$ cat config.mk
export PLATFORM = sky130hd
export DESIGN_NAME = vga_timing_gen
export DESIGN_NICKNAME = d
export VERILOG_FILES = /design/src/rtl/vga_timing_gen.sv
export SDC_FILE = /design/constraint.sdc
export NUM_CORES = 1
export LEC_CHECK = 0
export BUFFER_PORTS_ARGS = -buffer_cell sky130_fd_sc_hd__buf_2
export CORE_ASPECT_RATIO = 1.1
export CORE_MARGIN = 5
export CORE_UTILIZATION = 38
export DETAILED_ROUTE_END_ITERATION = 8
export PLACE_DENSITY = 0.57
export SLEW_MARGIN = 20
export SYNTH_ARGS = -nofsm -noshare
export SYNTH_HDL_FRONTEND = slang
export SYNTH_SLANG_ARGS = --single-unit
$ cat constraint.sdc
create_clock -name clk -period 2.4 [get_ports clk]
set_clock_uncertainty 0.1 [all_clocks]
set_input_delay 0.6 -clock clk [delete_from_list [all_inputs] [get_ports clk]]
set_output_delay 0.6 -clock clk [all_outputs]
set_load 0.02 [all_outputs]
$ cat src/rtl/vga_timing_gen.sv
// Free-running VGA raster timing: x/y counters plus registered active, sync and frame strobes.
// Optional frame counter is built only when VGA_FRAME_COUNT_EN is defined.
module vga_timing_gen #(
    parameter int H_ACTIVE = 640,
    parameter int H_FRONT  = 16,
    parameter int H_SYNC   = 96,
    parameter int H_BACK   = 48,
    parameter int V_ACTIVE = 480,
    parameter int V_FRONT  = 10,
    parameter int V_SYNC   = 2,
    parameter int V_BACK   = 33
) (
    input  logic       clk,
    input  logic       rst,
    output logic [9:0] x,
    output logic [9:0] y,
    output logic       active,
    output logic       next_frame,
    output logic       hsync,
    output logic       vsync,
    output logic [7:0] frame_count
);

    localparam int H_TOTAL = H_ACTIVE + H_FRONT + H_SYNC + H_BACK;
    localparam int V_TOTAL = V_ACTIVE + V_FRONT + V_SYNC + V_BACK;

    localparam logic [9:0] H_LAST   = 10'(H_TOTAL - 1);
    localparam logic [9:0] V_LAST   = 10'(V_TOTAL - 1);
    localparam logic [9:0] H_VIS    = 10'(H_ACTIVE);
    localparam logic [9:0] V_VIS    = 10'(V_ACTIVE);
    localparam logic [9:0] HS_START = 10'(H_ACTIVE + H_FRONT);
    localparam logic [9:0] HS_END   = 10'(H_ACTIVE + H_FRONT + H_SYNC);
    localparam logic [9:0] VS_START = 10'(V_ACTIVE + V_FRONT);
    localparam logic [9:0] VS_END   = 10'(V_ACTIVE + V_FRONT + V_SYNC);

    logic [9:0] x_p0;
    logic [9:0] y_p0;
    logic       x_wrap;
    logic       next_frame_p0;

    // Stage 0: next-state counters; all registered flags decode these so they line up with x,y.
    always_comb begin
        x_wrap = (x == H_LAST);
        x_p0   = x_wrap ? 10'd0 : x + 10'd1;
        y_p0   = y;
        if (x_wrap) begin
            y_p0 = (y == V_LAST) ? 10'd0 : y + 10'd1;
        end
        next_frame_p0 = (x_p0 == 10'd0) && (y_p0 == V_VIS);
    end

    // Stage 1: registered raster position and decoded timing outputs.
    always_ff @(posedge clk or posedge rst) begin
        if (rst) begin
            x          <= 10'd0;
            y          <= 10'd0;
            active     <= 1'b0;
            hsync      <= 1'b1;
            vsync      <= 1'b1;
            next_frame <= 1'b0;
        end else begin
            x          <= x_p0;
            y          <= y_p0;
            active     <= (x_p0 < H_VIS) && (y_p0 < V_VIS);
            hsync      <= !((x_p0 >= HS_START) && (x_p0 < HS_END));
            vsync      <= !((y_p0 >= VS_START) && (y_p0 < VS_END));
            next_frame <= next_frame_p0;
        end
    end

`ifdef VGA_FRAME_COUNT_EN
    always_ff @(posedge clk or posedge rst) begin
        if (rst) begin
            frame_count <= 8'd0;
        end else if (next_frame_p0) begin
            frame_count <= frame_count + 8'd1;
        end
    end
`else
    assign frame_count = 8'd0;
`endif

endmodule

==> results of run 1 <==
[metrics by stage]
stage | total power (uW) | worst slack, ps | util, %
2_1_floorplan | 439 | 285 | -
3_3_place_gp | 434 | 227 | 43.1
3_5_place_dp | 434 | 141 | 43.1
4_1_cts | 717 | 108 | 44.5
5_1_grt | 742 | 11.1 | 44.5
6_report | 708 | 155 | 44.5
[final timing paths]
kind | start | endpoint | slack [ps] | depth (start not counted)
min reg2reg | x[0] | x[0] | 410 | 1
min in group clk | x[0] | x[0] | 410 | 1
max reg2reg | x[0] | next_frame | 160 | 6
min | rst | x[1] | 260 | 3
max in group asynchronous | rst | hsync | 1640 | 3
max | x[0] | next_frame | 160 | 6
[area by class of cell]
class / count / share of cell area, %
clock buffers: 4 / 3.10
inverters: 8 / 1.69
multi-input cells: 129 / 48.9
flip-flops and latches: 24 / 33.9
well taps: 52 / 3.66
repair buffers: 29 / 8.73
[power by group through the flow]
stage / registers, uW / logic, uW / clock network (uW)
after floorplan: 412 / 26.8 / 0
after global placement: 412 / 21.4 / 0
after detailed placement: 412 / 21.6 / 0
after CTS: 404 / 21.7 / 292
after global routing: 404 / 24.2 / 314
final: 404 / 21.4 / 283
[synthesized netlist by cell type (all sizes together), types with 2 or more instances]
master / instances / area share, %
a21oi: 6 / 2.1
a31o: 2 / 1.1
a31oi: 4 / 1.6
and3: 2 / 0.79
and4: 2 / 1.1
and4bb: 2 / 1.6
buf: 16 / 6.8
dfrtp: 22 / 35
dfstp: 2 / 3.3
ha: 3 / 2.4
inv: 7 / 1.7
nand2: 15 / 3.5
nand3: 9 / 3.6
nand4: 5 / 2.4
nor2: 11 / 2.8
nor2b: 3 / 1.2
nor3: 4 / 1.6
nor4: 2 / 1.6
o211a: 2 / 1.3
o211ai: 2 / 0.95
o21ai: 16 / 5.0
o31a: 2 / 1.1
o31ai: 3 / 1.4
or2: 2 / 0.79
or3: 2 / 1.4
xnor2: 6 / 3.3
xor2: 4 / 2.2
[worst reg2reg max path, cell delays in order (launching register included)]
cell and delay, ps:
dfrtp_1 410, ha_1 310, and4_2 340, nand3_4 200, nor4_2 370, o221ai_2 170, nor4_2 260
[cells by family after synthesis]
logic type,synth area share (%)
other cells,0.236
xor+xnor,5.52
fa+ha+maj,2.37
mux,0.631
buf+inv,8.91
flops,38.0
compound gates,19.3
simple gates,25.0
[registers in the layout (all words and copies together) (netlist names)]
register    cells
vsync           1
hsync           1
x              10
active          1
y              10
next_frame      1
[per-layer routing]
layer,routed length (microns),part of all wire (%),GRT usage (%),vias up
met5,0,0,0,-
li1,-,-,-,653
met4,63,1.7,5.08,0
met2,1840,49,22.6,43
met1,1630,44,18.3,661
met3,203,5.4,2.20,9
[timing repair]
action / CTS / global route
setup endpoints to repair: 0 / 3
gates resized for setup: 0 / 1
hold buffers: 0 / 0
endpoints found under the hold margin: 0 / 0
[layout by cell type, fill, tap and decap left out, types with 2 or more instances in the layout]
cell / n
nor3_1: 3
nor2_1: 10
nand4_1: 4
and3_1: 2
a21oi_1: 5
inv_1: 7
nor2b_1: 3
or3_4: 2
nor4_2: 2
conb_1: 8
nand2_1: 15
xor2_1: 4
o31a_1: 2
a31oi_1: 4
buf_4: 4
buf_2: 25
o21ai_0: 15
clkbuf_8: 4
o211a_1: 2
ha_1: 3
nand3_1: 8
o211ai_1: 2
a31o_2: 2
xnor2_1: 6
dfstp_2: 2
dfrtp_1: 22
o31ai_1: 3
==> impl_metrics.toml, run 1 <==
[logic_synthesis]
synth_cell_types = 51
yosysWarnings = 0
synth-async-reset-ratio_pct = 100
syn_inst = 171
syn_area_per_cell_sq_um = 9.28
synth_seq_cells = 24
synth_edf_count = 0
synth_seq_area_share_pct = 38.0
netlist_area_sq_um = 1590
synth_flop_cell = "dfrtp_1"

[finish]
multiInputGateArea_sq_um = 870
fin_cells = 246
drive_above_1_share_pct = 26.3
fillers = 427
syn_to_final_growth_pct = 12.1
final-seq-area_sq_um = 603
antennaDiodeCount = 0
fin_area_sq_um = 1780
nets = 200

[pwr]
swShare_pct = 21.9
leakage_uw = 0.000785
p_sw_uw = 155
power_density_nw_per_um2 = 398
clkPwrFrac_pct = 39.9
peakVddDrop_v = 0.000160
power_frac_comb_pct = 3.0
seqPwrFrac_pct = 57.1
internal-power_uw = 553

[worst_setup_path]
worstPathMaxFanout = 15
cp.buffers_inverters = 0
critPathRequiredTime_ps = 2490
startpoint_type = "register"
path_class = "reg2reg"
cpLargestDelayFamily = "simple AND/OR/NAND/NOR gates"
max_stage_delay_ps = 410
path_cells = "ha_1 -> and4_2 -> nand3_4 -> nor4_2 -> o221ai_2 -> nor4_2"
cpMaxStageDelayCell = "dfrtp_1"
crit_top_cell = "nor4_2"
arrival_ps = 2330
cp-end-kind = "register"

[route]
wirelength_microns = 3740
vias = 1366
ant_nets = 0
via_per_inst = 5.55
route.detailed.drc = 0
post_drt_wl_per_cell_microns = 15.2
drtPass1Iterations = 4
drtIter0Drc = 115

[placed_design]
placed_cell_area_sq_um = 1720
gp_congestion = 0.917
dp.cells = 242
port_buffers = 25
hpwl_microns = 2730

[die]
die_h_microns = 77.8
ioPinCount = 34
start_util_pct = 39.7
rows = 24
fp.dieW_microns = 71.6
core_sq_um = 3990
dieArea_sq_um = 5570

[cts]
numCtsBuffers = 3
worst_skew_pair.late_latency_ps = 270
cts_max_level = 1
post_cts_buffers = 0
cts_buffer_depth = 2
cts_root_buf = "clkbuf_8"
cts.clk_slew.worst_paths_ps = 90
cts_tree = "yes"
cts.sinks = 24

[sta]
rsz0062_at_grt = "false"
slew_headroom_pct = 64.9
slew_violations = 0
fin_tns_setup_ps = 0
final-setup-viol-count = 0
max_freq_ghz = 0.445
worst_slew_pin_slew_ps = 522
period_minus_slack_ps = 2240
final.period_utilization_pct = 93.5
hold_slack_ps = 262
hold_viol_final = 0

[run]
maxCapViolCount = 0

[hold_path]
hold_class = "in2async"

[global_routing]
antenna_found_initial = 0
grt_pass1_wl_microns = 6250
grt_start_max_net_pins = 25
grt_pass1_vias = 1285
overflow = 0
track_usage_pct = 13.9

[status]
outcome = "finished, final reports clean"
No activity file was read; power rests on OpenSTA's default activity.
==> inputs of run 2 (changes only) <==
--- a/config.mk
+++ b/config.mk
@@ -6,7 +6,7 @@
 export NUM_CORES = 1
 export LEC_CHECK = 0
 export BUFFER_PORTS_ARGS = -buffer_cell sky130_fd_sc_hd__buf_2
-export CORE_ASPECT_RATIO = 1.1
+export CORE_ASPECT_RATIO = 1.25
 export CORE_MARGIN = 5
 export CORE_UTILIZATION = 38
 export DETAILED_ROUTE_END_ITERATION = 8
==> run 2 against run 1 <==
Compared with the run above:
- register-to-register slack is essentially flat
- first-iteration DRC count shrank 30%
- clock power shrank 5%
- largest power group unchanged
- critical path depth is the same
- largest cell class unchanged
- wire length shrank 1.8%
- combinational power is essentially flat
- global-route usage grew 0.26 points
==> impl_metrics.toml, run 2 (synthesis results as in run 1) <==
[worst_setup_path]
arrival_ps = 2310
critPathRequiredTime_ps = 2470
path_class = "reg2reg"
startpoint_type = "register"
cp.buffers_inverters = 0
cpMaxStageDelayCell = "dfrtp_1"
cp-end-kind = "register"
path_cells = "ha_1 -> and4_2 -> nand3_4 -> o311ai_4 -> o221ai_2 -> nor4_2"
reg2reg_to = "next_frame"
reg2regPathDepth = 6
max_stage_delay_ps = 410
r2r_slack_ps = 160
worstPathMaxFanout = 15
regToRegStartpoint = "x[0]"
cpLargestDelayFamily = "simple AND/OR/NAND/NOR gates"

[finish]
largestRegisters = "x: 10 flops, y: 10 flops"
fin_area_sq_um = 1790
multiInputGateArea_sq_um = 870
fillers = 428
fin_cells = 251
final_common_cell = "buf_2"
drive_above_1_share_pct = 26.7
antennaDiodeCount = 0
nets = 201
final-seq-area_sq_um = 603
syn_to_final_growth_pct = 12.9
mostFrequentLayoutCells = "25 x buf_2, 22 x dfrtp_1, 15 x o21ai_0, 15 x nand2_1, 10 x nor2_1"

[cts]
cts_buffer_depth = 2
cts.sinks = 24
cts_max_level = 1
cts_hold_repair.buffers = 0
cts_tree = "yes"
post_cts_buffers = 0
numCtsBuffers = 3
worst_skew_pair.late_latency_ps = 260
cts.clk_slew.worst_paths_ps = 80
cts_root_buf = "clkbuf_8"

[die]
rows = 26
die_h_microns = 82.2
fp.dieW_microns = 67.8
core_sq_um = 4070
ioPinCount = 34
dieArea_sq_um = 5580
start_util_pct = 39.0

[sta]
fin_tns_setup_ps = 0
setup_ws_ps = 162
final.period_utilization_pct = 93.2
max_freq_ghz = 0.447
hold_viol_final = 0
rsz0062_at_grt = "false"
worst_slew_pin_slew_ps = 502
period_minus_slack_ps = 2240
hold_slack_ps = 267
slew_headroom_pct = 66.3
slew_violations = 0
final-setup-viol-count = 0

[placed_design]
hpwl_microns = 2770
placed_cell_area_sq_um = 1730
gp_congestion = 0.909
place_ws_ps = 131
dp.cells = 247
port_buffers = 25

[global_routing]
grt_start_max_net_pins = 25
grt_pass1_wl_microns = 6110
grt_pass1_vias = 1312
overflow = 0
antenna_found_initial = 0
track_usage_pct = 14.1

[hold_path]
hold_class = "in2async"

[route]
route.detailed.drc = 0
post_drt_wl_per_cell_microns = 14.6
drtIter0Drc = 80
ant_nets = 0
vias = 1357
drtPass1Iterations = 4
wirelength_microns = 3670
via_per_inst = 5.41

[pwr]
power_density_nw_per_um2 = 389
peakVddDrop_v = 0.000221
leakage_uw = 0.000790

[status]
outcome = "finished, final reports clean"

[run]
maxCapViolCount = 0
[run 2: metal layers]
metal	GRT usage [%]	up-vias	part of all wire, %
li1	-	650	-
met1	17.1	658	43
met2	24.9	38	49
met3	2.17	11	5.3
met4	5.37	0	2.7
met5	0	-	0
[run 2: cell type report]
cell class	count	share of cell area, %
Clock buffer	4	3.07
Inverter	8	1.68
Multi-Input combinational cell	129	48.6
Sequential cell	24	33.7
Tap cell	56	3.91
Timing Repair Buffer	30	9.08
[run 2: stage by stage]
stage,total power (uW),util (%)
3_5_place_dp,434,42.6
2_1_floorplan,439,-
5_1_grt,731,44.0
3_3_place_gp,434,42.6
6_report,696,44.0
4_1_cts,713,44.0
[run 2: timing repair]
item                                    4_1_cts  5_1_grt
resized for setup                             0        1
endpoints found under the hold margin         0        0
endpoints found under the setup margin        0        2
[run 2: worst max path at each step]
stage | from | endpoint | slack, ps | cells after the start
6_report | x[0] | next_frame | 160 | 6
5_1_grt | x[0] | next_frame | 10 | 6
4_1_cts | x[0] | next_frame | 110 | 6
3_5_place_dp | x[0] | next_frame | 130 | 6
3_3_place_gp | x[0] | active | 210 | 6
2_1_floorplan | x[0] | next_frame | 280 | 8
[run 2: worst min-delay path: stages]
cell and delay (ps):
buf_2 90, inv_1 40, buf_4 300
[run 2: power breakdown]
group | total [uW] | switching (uW) | internal, uW
Combinational | 21.2 | 19.5 | 1.78
Clock | 270 | 124 | 146
Sequential | 404 | 0 | 404
